File: src/rtl/bcd_scan_receiver.sv
// Receiver for the multiplexed 4-digit BCD scan bus: captures digits on strobe edges,
// checks scan order, assembles frames and refreshes a 4-digit common 7-segment display.
module bcd_scan_receiver #(
    parameter int REFRESH_DIV = 50000,
    parameter int CNT_W       = 20
) (
    input  logic        clk,
    input  logic        p3_rst_n,
    input  logic        p4_ScanSpeed,
    input  logic [3:0]  bcdcode,
    input  logic [1:0]  scan,
    input  logic        blank_lz,
    output logic [15:0] value_bcd,
    output logic        frame_valid,
    output logic        sync_err,
    output logic        digit_err,
    output logic [6:0]  seg,
    output logic [3:0]  dig_en
);

    // state      | meaning
    // ST_HUNT    | waiting for a scan==0 digit to open a frame
    // ST_COLLECT | frame open, exp_idx holds the next scan index required
    typedef enum logic {ST_HUNT, ST_COLLECT} state_t;

    localparam logic [CNT_W-1:0] CNT_LAST = CNT_W'(REFRESH_DIV - 1);

    state_t      state, state_nxt;
    logic [1:0]  exp_idx, exp_idx_nxt;
    logic        s1, s2;
    logic        cap;
    logic        digit_bad;
    logic [3:0]  digit_in;
    logic        store_en;
    logic        load_en;
    logic        serr_nxt;
    logic [3:0]  sh0, sh1, sh2;

    logic [CNT_W-1:0] cnt;
    logic [1:0]  ptr;
    logic        wrap;
    logic [3:0]  digit_sel;
    logic        blank_sel;
    logic [6:0]  seg_dec;

    // Two-flop edge detector: s1 absorbs the asynchronous strobe, s2 is its delayed copy
    always_ff @(posedge clk or negedge p3_rst_n) begin
        if (!p3_rst_n) begin
            s1 <= 1'b0;
            s2 <= 1'b0;
        end else begin
            s1 <= p4_ScanSpeed;
            s2 <= s1;
        end
    end

    assign cap       = s1 & ~s2;
    assign digit_bad = (bcdcode > 4'd9);
    assign digit_in  = digit_bad ? 4'hF : bcdcode;

    always_ff @(posedge clk or negedge p3_rst_n) begin
        if (!p3_rst_n) begin
            state   <= ST_HUNT;
            exp_idx <= 2'd0;
        end else begin
            state   <= state_nxt;
            exp_idx <= exp_idx_nxt;
        end
    end

    always_comb begin
        state_nxt   = state;
        exp_idx_nxt = exp_idx;
        store_en    = 1'b0;
        load_en     = 1'b0;
        serr_nxt    = 1'b0;
        case (state)
            ST_HUNT: begin
                if (cap && scan == 2'd0) begin
                    store_en    = 1'b1;
                    exp_idx_nxt = 2'd1;
                    state_nxt   = ST_COLLECT;
                end
            end
            ST_COLLECT: begin
                if (cap) begin
                    if (scan == exp_idx) begin
                        if (scan == 2'd3) begin
                            // units digit goes straight into value_bcd, no shadow needed
                            load_en   = 1'b1;
                            state_nxt = ST_HUNT;
                        end else begin
                            store_en    = 1'b1;
                            exp_idx_nxt = exp_idx + 2'd1;
                        end
                    end else begin
                        serr_nxt = 1'b1;
                        if (scan == 2'd0) begin
                            store_en    = 1'b1;
                            exp_idx_nxt = 2'd1;
                        end else begin
                            state_nxt = ST_HUNT;
                        end
                    end
                end
            end
            default: begin
                state_nxt   = ST_HUNT;
                exp_idx_nxt = 2'd0;
            end
        endcase
    end

    always_ff @(posedge clk or negedge p3_rst_n) begin
        if (!p3_rst_n) begin
            sh0         <= 4'd0;
            sh1         <= 4'd0;
            sh2         <= 4'd0;
            value_bcd   <= 16'd0;
            frame_valid <= 1'b0;
            sync_err    <= 1'b0;
            digit_err   <= 1'b0;
        end else begin
            frame_valid <= load_en;
            sync_err    <= serr_nxt;
            if (store_en) begin
                case (scan)
                    2'd0:    sh0 <= digit_in;
                    2'd1:    sh1 <= digit_in;
                    default: sh2 <= digit_in;
                endcase
            end
            if (load_en) begin
                value_bcd <= {sh0, sh1, sh2, digit_in};
            end
            if ((store_en || load_en) && digit_bad) begin
                digit_err <= 1'b1;
            end
        end
    end

    assign wrap = (cnt == CNT_LAST);

    always_comb begin
        digit_sel = value_bcd[3:0];
        blank_sel = 1'b0;
        case (ptr)
            2'd0: begin
                digit_sel = value_bcd[3:0];
                blank_sel = 1'b0;
            end
            2'd1: begin
                digit_sel = value_bcd[7:4];
                blank_sel = blank_lz && (value_bcd[15:4] == 12'd0);
            end
            2'd2: begin
                digit_sel = value_bcd[11:8];
                blank_sel = blank_lz && (value_bcd[15:8] == 8'd0);
            end
            default: begin
                digit_sel = value_bcd[15:12];
                blank_sel = blank_lz && (value_bcd[15:12] == 4'd0);
            end
        endcase
    end

    // Segment order {g,f,e,d,c,b,a}; 4'hF marks a rejected digit as a dash
    always_comb begin
        seg_dec = 7'b0000000;
        case (digit_sel)
            4'd0:    seg_dec = 7'b0111111;
            4'd1:    seg_dec = 7'b0000110;
            4'd2:    seg_dec = 7'b1011011;
            4'd3:    seg_dec = 7'b1001111;
            4'd4:    seg_dec = 7'b1100110;
            4'd5:    seg_dec = 7'b1101101;
            4'd6:    seg_dec = 7'b1111101;
            4'd7:    seg_dec = 7'b0000111;
            4'd8:    seg_dec = 7'b1111111;
            4'd9:    seg_dec = 7'b1101111;
            4'hF:    seg_dec = 7'b1000000;
            default: seg_dec = 7'b0000000;
        endcase
    end

    // seg/dig_en only change on the wrap cycle, so a slot never mixes two values
    always_ff @(posedge clk or negedge p3_rst_n) begin
        if (!p3_rst_n) begin
            cnt    <= '0;
            ptr    <= 2'd0;
            seg    <= 7'd0;
            dig_en <= 4'd0;
        end else begin
            if (wrap) begin
                cnt    <= '0;
                ptr    <= ptr + 2'd1;
                seg    <= blank_sel ? 7'd0 : seg_dec;
                dig_en <= 4'b0001 << ptr;
            end else begin
                cnt <= cnt + 1'b1;
            end
        end
    end

endmodule

File: config.mk
export PLATFORM = sky130hd
export DESIGN_NAME = bcd_scan_receiver
export DESIGN_NICKNAME = d
export VERILOG_FILES = /design/src/rtl/bcd_scan_receiver.sv
export SDC_FILE = /design/constraint.sdc
export NUM_CORES = 1
export LEC_CHECK = 0
export BUFFER_PORTS_ARGS = -buffer_cell sky130_fd_sc_hd__buf_2
export CORE_UTILIZATION = 57
export CTS_CLUSTER_SIZE = 16
export DETAILED_ROUTE_END_ITERATION = 10
export PLACE_DENSITY = 0.86
export SLEW_MARGIN = 20
export SYNTH_ARGS = -nofsm -noshare
export SYNTH_HDL_FRONTEND = slang
export SYNTH_SLANG_ARGS = --single-unit
File: constraint.sdc
create_clock -name clk -period 2.5 [get_ports clk]
set_input_delay 0.5 -clock clk [delete_from_list [all_inputs] [get_ports clk]]
set_output_delay 0.5 -clock clk [all_outputs]
set_load 0.02 [all_outputs]
# After elaboration in Yosys (flattened, before gate mapping)
# Memories as Yosys holds them, arrays and structs flattened.
# Cells that the tools add are included.
[classes]
muxes = 26
eq_ne = 10
n_addsub = 3
shift = 1
n_lt_le_gt_ge = 1
reduce_logical = 16
bitwise = 4
[ops]
columns = ["cell", "n"]
rows = [
  ["adder 20 x 1 -> 20 bit (second input constant)", 1],
  ["== test 20 x 16 -> 1 bit (second input constant)", 1],
  ["two-way mux 20 bit", 1],
  ["two-way mux 1 bit", 13],
  ["zero test 12 bit", 1],
  ["case mux 4 bit (3 select lines)", 1],
  ["two-way mux 2 bit", 5],
  ["zero test 8 bit", 1],
  ["two-way mux 7 bit", 1],
  ["AND reduction 2 bit", 3],
  ["logical AND 1 bit", 5],
  ["adder 2 x 1 -> 2 bit (second input constant)", 2],
  ["== test 2 x 1 -> 1 bit (second input constant)", 2],
  ["== test 2 bit (second input constant)", 2],
  ["> comparator 4 bit (second input constant)", 1],
  ["zero test 2 bit", 2],
  ["zero test 4 bit", 1],
  ["two-way mux 4 bit", 1],
  ["case mux 1 bit (2 select lines)", 2],
  ["case mux 2 bit (2 select lines)", 1],
  ["AND reduction 4 bit", 1],
  ["<< shifter 1 x 2 -> 4 bit (first input constant)", 1],
  ["inequality test 3 x 1 -> 1 bit (second input constant)", 1],
  ["inequality test 3 bit (second input constant)", 1],
  ["other kinds (8)", 10],
]
[totals]
wordCells = 77
output_inout_bits = 30
regBits = 69
romBits = 112
memories = 1
[memory_table]
columns = ["memory", "depth", "word_bits", "read_ports", "rd_clocked_by_memory_dff", "wr", "line_no", "source"]
rows = [
  ["(no name shown)", 16, 7, 1, 0, 0, "170", "case (digit_sel)"],
]

# Depth between registers and ports, before layout
[depth]
depth_word = 7
mapped_depth = 10
ltp_nobuf = 10

# Worst setup path after synthesis
# Ideal clock, no wire load.
[synth_path]
path_kind = "register to register"
startpoint = "reg ptr[1]"
endpoint = "reg seg[6]"
period_less_slack_ns = 1.982
t_required_ns = 2.408
n_path_buf = 0
arrival_time_ns = 1.890
setup_slack_ns = 0.518
setup_time_ns = 0.092
stages_incl_launch_ff = 11
cell_sequence = "dfrtp_1 > inv_1 > ha_1 > a222oi_1 > mux2_2 > inv_1 > ha_1 > inv_1 > o21ai_0 > o22a_1 > o31ai_2"
[synth_between]
elab_chain_len = 4
word_cells_on_any_way = 7
cone_classes = "eq/ne: 2; mux: 3; reduce/logical: 1; memory: 1"
[synth_lines]
columns = ["element", "line_no", "source"]
rows = [
  ["start, declared", "40", "logic [1:0] ptr;"],
  ["start signal, assigned", "196", "ptr <= ptr + 2'd1;"],
  ["== test 2 bit (tied with other cells)", "147", "case (ptr)"],
  ["case mux 4 bit (3 select lines)", "147", ""],
  ["memory read (16 x 7 bit)", "-", ""],
  ["two-way mux 7 bit *", "197", "seg <= blank_sel ? 7'd0 : seg_dec;"],
  ["end signal, assigned", "197", ""],
  ["end, declared", "17", "output logic [6:0] seg,"],
]
# Every way passes the cells marked *; elsewhere a longest branch is shown, timed or not.
# A chain may end at the register's enable or synchronous reset.

# Worst setup path after layout
# Ends and elaborated chain as after synthesis.

==> flow_metrics.env <==
export IMPL_gr_usage_all_layers_pct=24.44
export IMPL_r2r_slack_ps=220
export IMPL_final_cells=423
export IMPL_synth_adder_area_share_pct=3.846
export IMPL_syn_area_sq_um=3253
export IMPL_r2r_start="ptr[1]"
export IMPL_die_y_um=77.55
export IMPL_grt_pass1_wl_um=11250
export IMPL_rsz0062_at_grt="no"
export IMPL_cts_hold_buf=0
export IMPL_dp_cells=408
export IMPL_dieArea_sq_um=6013
export IMPL_maxSlewViolCount=0
export IMPL_post_drt_wl_per_cell_um=15.42
export IMPL_cts_htree_levels=3
export IMPL_drtIter0Drc=193
export IMPL_min_delay_path_class="input pin to async pin"
export IMPL_syn_nets=324
export IMPL_period_needed_ps=2281
export IMPL_portBuffers=39
export IMPL_initial_utilization_pct=59.08
export IMPL_wl_met2_um=3226
export IMPL_async_flop_share_pct=100.0
export IMPL_setup_tns_ps=0
export IMPL_synth_xor_area_share_pct=5.385
export IMPL_clockRootBuffer="clkbuf_8"
export IMPL_outcome="complete, no violations"
export IMPL_synth_simple_area_share_pct=17.65
export IMPL_met3_length_um=361
export IMPL_antenna_found_initial=0
export IMPL_synth_cells=304
export IMPL_top_layer_used="met4"
export IMPL_dpl_hpwl_um=4610
export IMPL_num_vias=2442
export IMPL_finClkSkew_ps=11.32
export IMPL_endpoint="seg[6]"
export IMPL_synth_edf_count=0
export IMPL_critPathKind="flip-flop to flip-flop"
export IMPL_leakagePower_nw=1.830
export IMPL_via_per_inst=5.773
export IMPL_startpoint_type="flip-flop"
export IMPL_power_mw=2.203
export IMPL_dr_pass1_iters=6
export IMPL_clk_pin_slew_ps=70
export IMPL_grt_max_degree=70
export IMPL_setup_violations=0
export IMPL_crit_start="ptr[1]"
export IMPL_wl_um=6521
export IMPL_timing_fmax_mhz=438.5
export IMPL_cts_sinks=69
export IMPL_end_kind="flip-flop"
export IMPL_numCtsBuffers=9
export IMPL_pin_count=40
export IMPL_syn_avg_cell_area_sq_um=10.70
export IMPL_yosysWarnings=0
export IMPL_cts_path_max_buffers=2
export IMPL_coreArea_sq_um=5507
export IMPL_synth_seq_cells=69
export IMPL_r2r_end="seg[6]"
export IMPL_m1WireLength_um=2846
export IMPL_drtAntennaViolNets=0
export IMPL_fillers=422
export IMPL_synth_compound_area_share_pct=10.04
export IMPL_ctsResizeCount=0
export IMPL_cp_data_arrival_time_ps=2540
export IMPL_period_share_pct=91.22
export IMPL_crit_required_ps=2760
export IMPL_antenna_cells=0
export IMPL_ir_worst_vdd_v=0.0005137
export IMPL_r2r_cells=10
export IMPL_grt_overflow=0
export IMPL_drc=0
export IMPL_grt_pass1_vias=2350
export IMPL_layout_drive_gt1_share_pct=23.36
export IMPL_areaGrowthSynthToFinish_pct=13.77
export IMPL_yosys_cell_types_count=48
export IMPL_slew_limit_headroom_pct=64.27
export IMPL_cp_max_fo=6
export IMPL_final_hold_viol_count=0
export IMPL_synth_top_family_by_area="simple AND/OR/NAND/NOR gates"
export IMPL_die_w_um=77.55
export IMPL_maxCapViolCount=0
export IMPL_final_nets=367
export IMPL_synth_area_mux_share_pct=6.346
export IMPL_tritoncts="done"
export IMPL_seq_area_frac_synth_pct=53.08
export IMPL_ys_flop_type="dfrtp_1"
export IMPL_row_count=27
export IMPL_p_per_area_nw_per_um2=595.3
export IMPL_gp_congestion=0.8644
export IMPL_tightest_slew_ps=534.4
export IMPL_clk_latency_ps=350
export IMPL_post_cts_buffers=0
[cell families after synthesis]
family          after synthesis
xor+xnor                     20
mux                          18
compound gates               52
fa+ha+maj                    10
simple gates                112
flops                        69
buf+inv                      23
[registers in the layout (all words and copies together), names as in the netlist]
register and count:
cnt 20, value_bcd 16, seg 7, dig_en 4, sh0 4, sh1 4
sh2 4, exp_idx 2, ptr 2, digit_err 1, frame_valid 1, s1 1
s2 1, state 1, sync_err 1
[metal layers]
layer  vias up  global-route usage (%)
li1       1145                       -
met1      1213                   32.26
met2        75                   38.14
met3         9                   7.176
met4         0                   9.245
met5         -                       0
[area by class of cell]
class	count	area (sq um)	share of cell area [%]
well taps	72	90.09	2.434
repair buffers	44	245.2	6.626
clock buffers	11	141.4	3.820
flip-flops and latches	69	1727	46.65
clock inverters	4	48.80	1.318
inverters	11	41.29	1.116
multi-input cells	212	1408	38.03
[cell usage after synthesis, drive strengths merged, types with 2 or more instances]
cell type | number | area, sq um
nor2 | 28 | 105.1
xor2 | 11 | 96.34
nor2b | 2 | 12.51
and2 | 2 | 13.77
ha | 10 | 125.1
mux2 | 15 | 176.4
nor3 | 4 | 30.03
nor4b | 3 | 26.28
o21ai | 19 | 95.09
and3 | 6 | 40.03
dfrtp | 69 | 1727
nand2 | 37 | 138.9
nand3 | 9 | 45.04
o31ai | 3 | 27.52
inv | 11 | 41.29
xnor2 | 9 | 78.83
mux2i | 3 | 30.03
nor4 | 3 | 33.78
a222oi | 4 | 40.04
nand4 | 7 | 43.79
a21oi | 16 | 80.08
or4 | 2 | 15.01
a31oi | 3 | 18.77
buf | 11 | 73.82
nor3b | 3 | 22.52
[power by group]
| group | switching (mW) | internal, mW | total, mW |
|---|---|---|---|
| clock | 0.395 | 0.480 | 0.876 |
| combinational | 0.0838 | 0.0535 | 0.137 |
| sequential | 0.0321 | 1.16 | 1.19 |
[stage by stage]
stage / cell area [sq um] / setup WS (ps) / utilization [%] / hold slack, ps
finish: 3701 / 219.4 / 67.21 / 159.7
global route: 3701 / 108.5 / 67.21 / 200.8
CTS: 3701 / 268.6 / 67.21 / 170.2
detailed placement: 3511 / 307.4 / 63.76 / 394.5
global placement: 3511 / 414.7 / 63.76 / 382.9
floorplan: 3253 / 518.1 / - / 204.4
[layout by cell type, fill, tap and decap left out, types with 10 or more instances in the layout]
| master | instances |
|---|---|
| a21oi_1 | 16 |
| xor2_1 | 11 |
| nor2_1 | 28 |
| nand2_1 | 37 |
| mux2_2 | 13 |
| dfrtp_1 | 69 |
| inv_1 | 11 |
| o21ai_0 | 13 |
| clkbuf_8 | 10 |
| buf_2 | 39 |
| ha_1 | 10 |
[critical path, stage by stage (launching register included)]
cell      delay (ps)
dfrtp_1          380
inv_1             80
ha_1             250
a222oi_1         360
mux2_2           290
inv_1            100
ha_1             210
inv_1             50
o21ai_0           80
o22a_1           210
o31ai_2          170
[how the worst min path moves through the flow]
| stage | from | end | slack (ps) |
|---|---|---|---|
| floorplan | p3_rst_n | cnt[0] | 200 |
| global placement | s1 | s2 | 380 |
| detailed placement | s1 | s2 | 390 |
| CTS | p3_rst_n | sync_err | 170 |
| global route | p3_rst_n | sh2[1] | 200 |
| finish | p3_rst_n | cnt[15] | 160 |
Note: power is estimated with default switching activity, not from simulation.
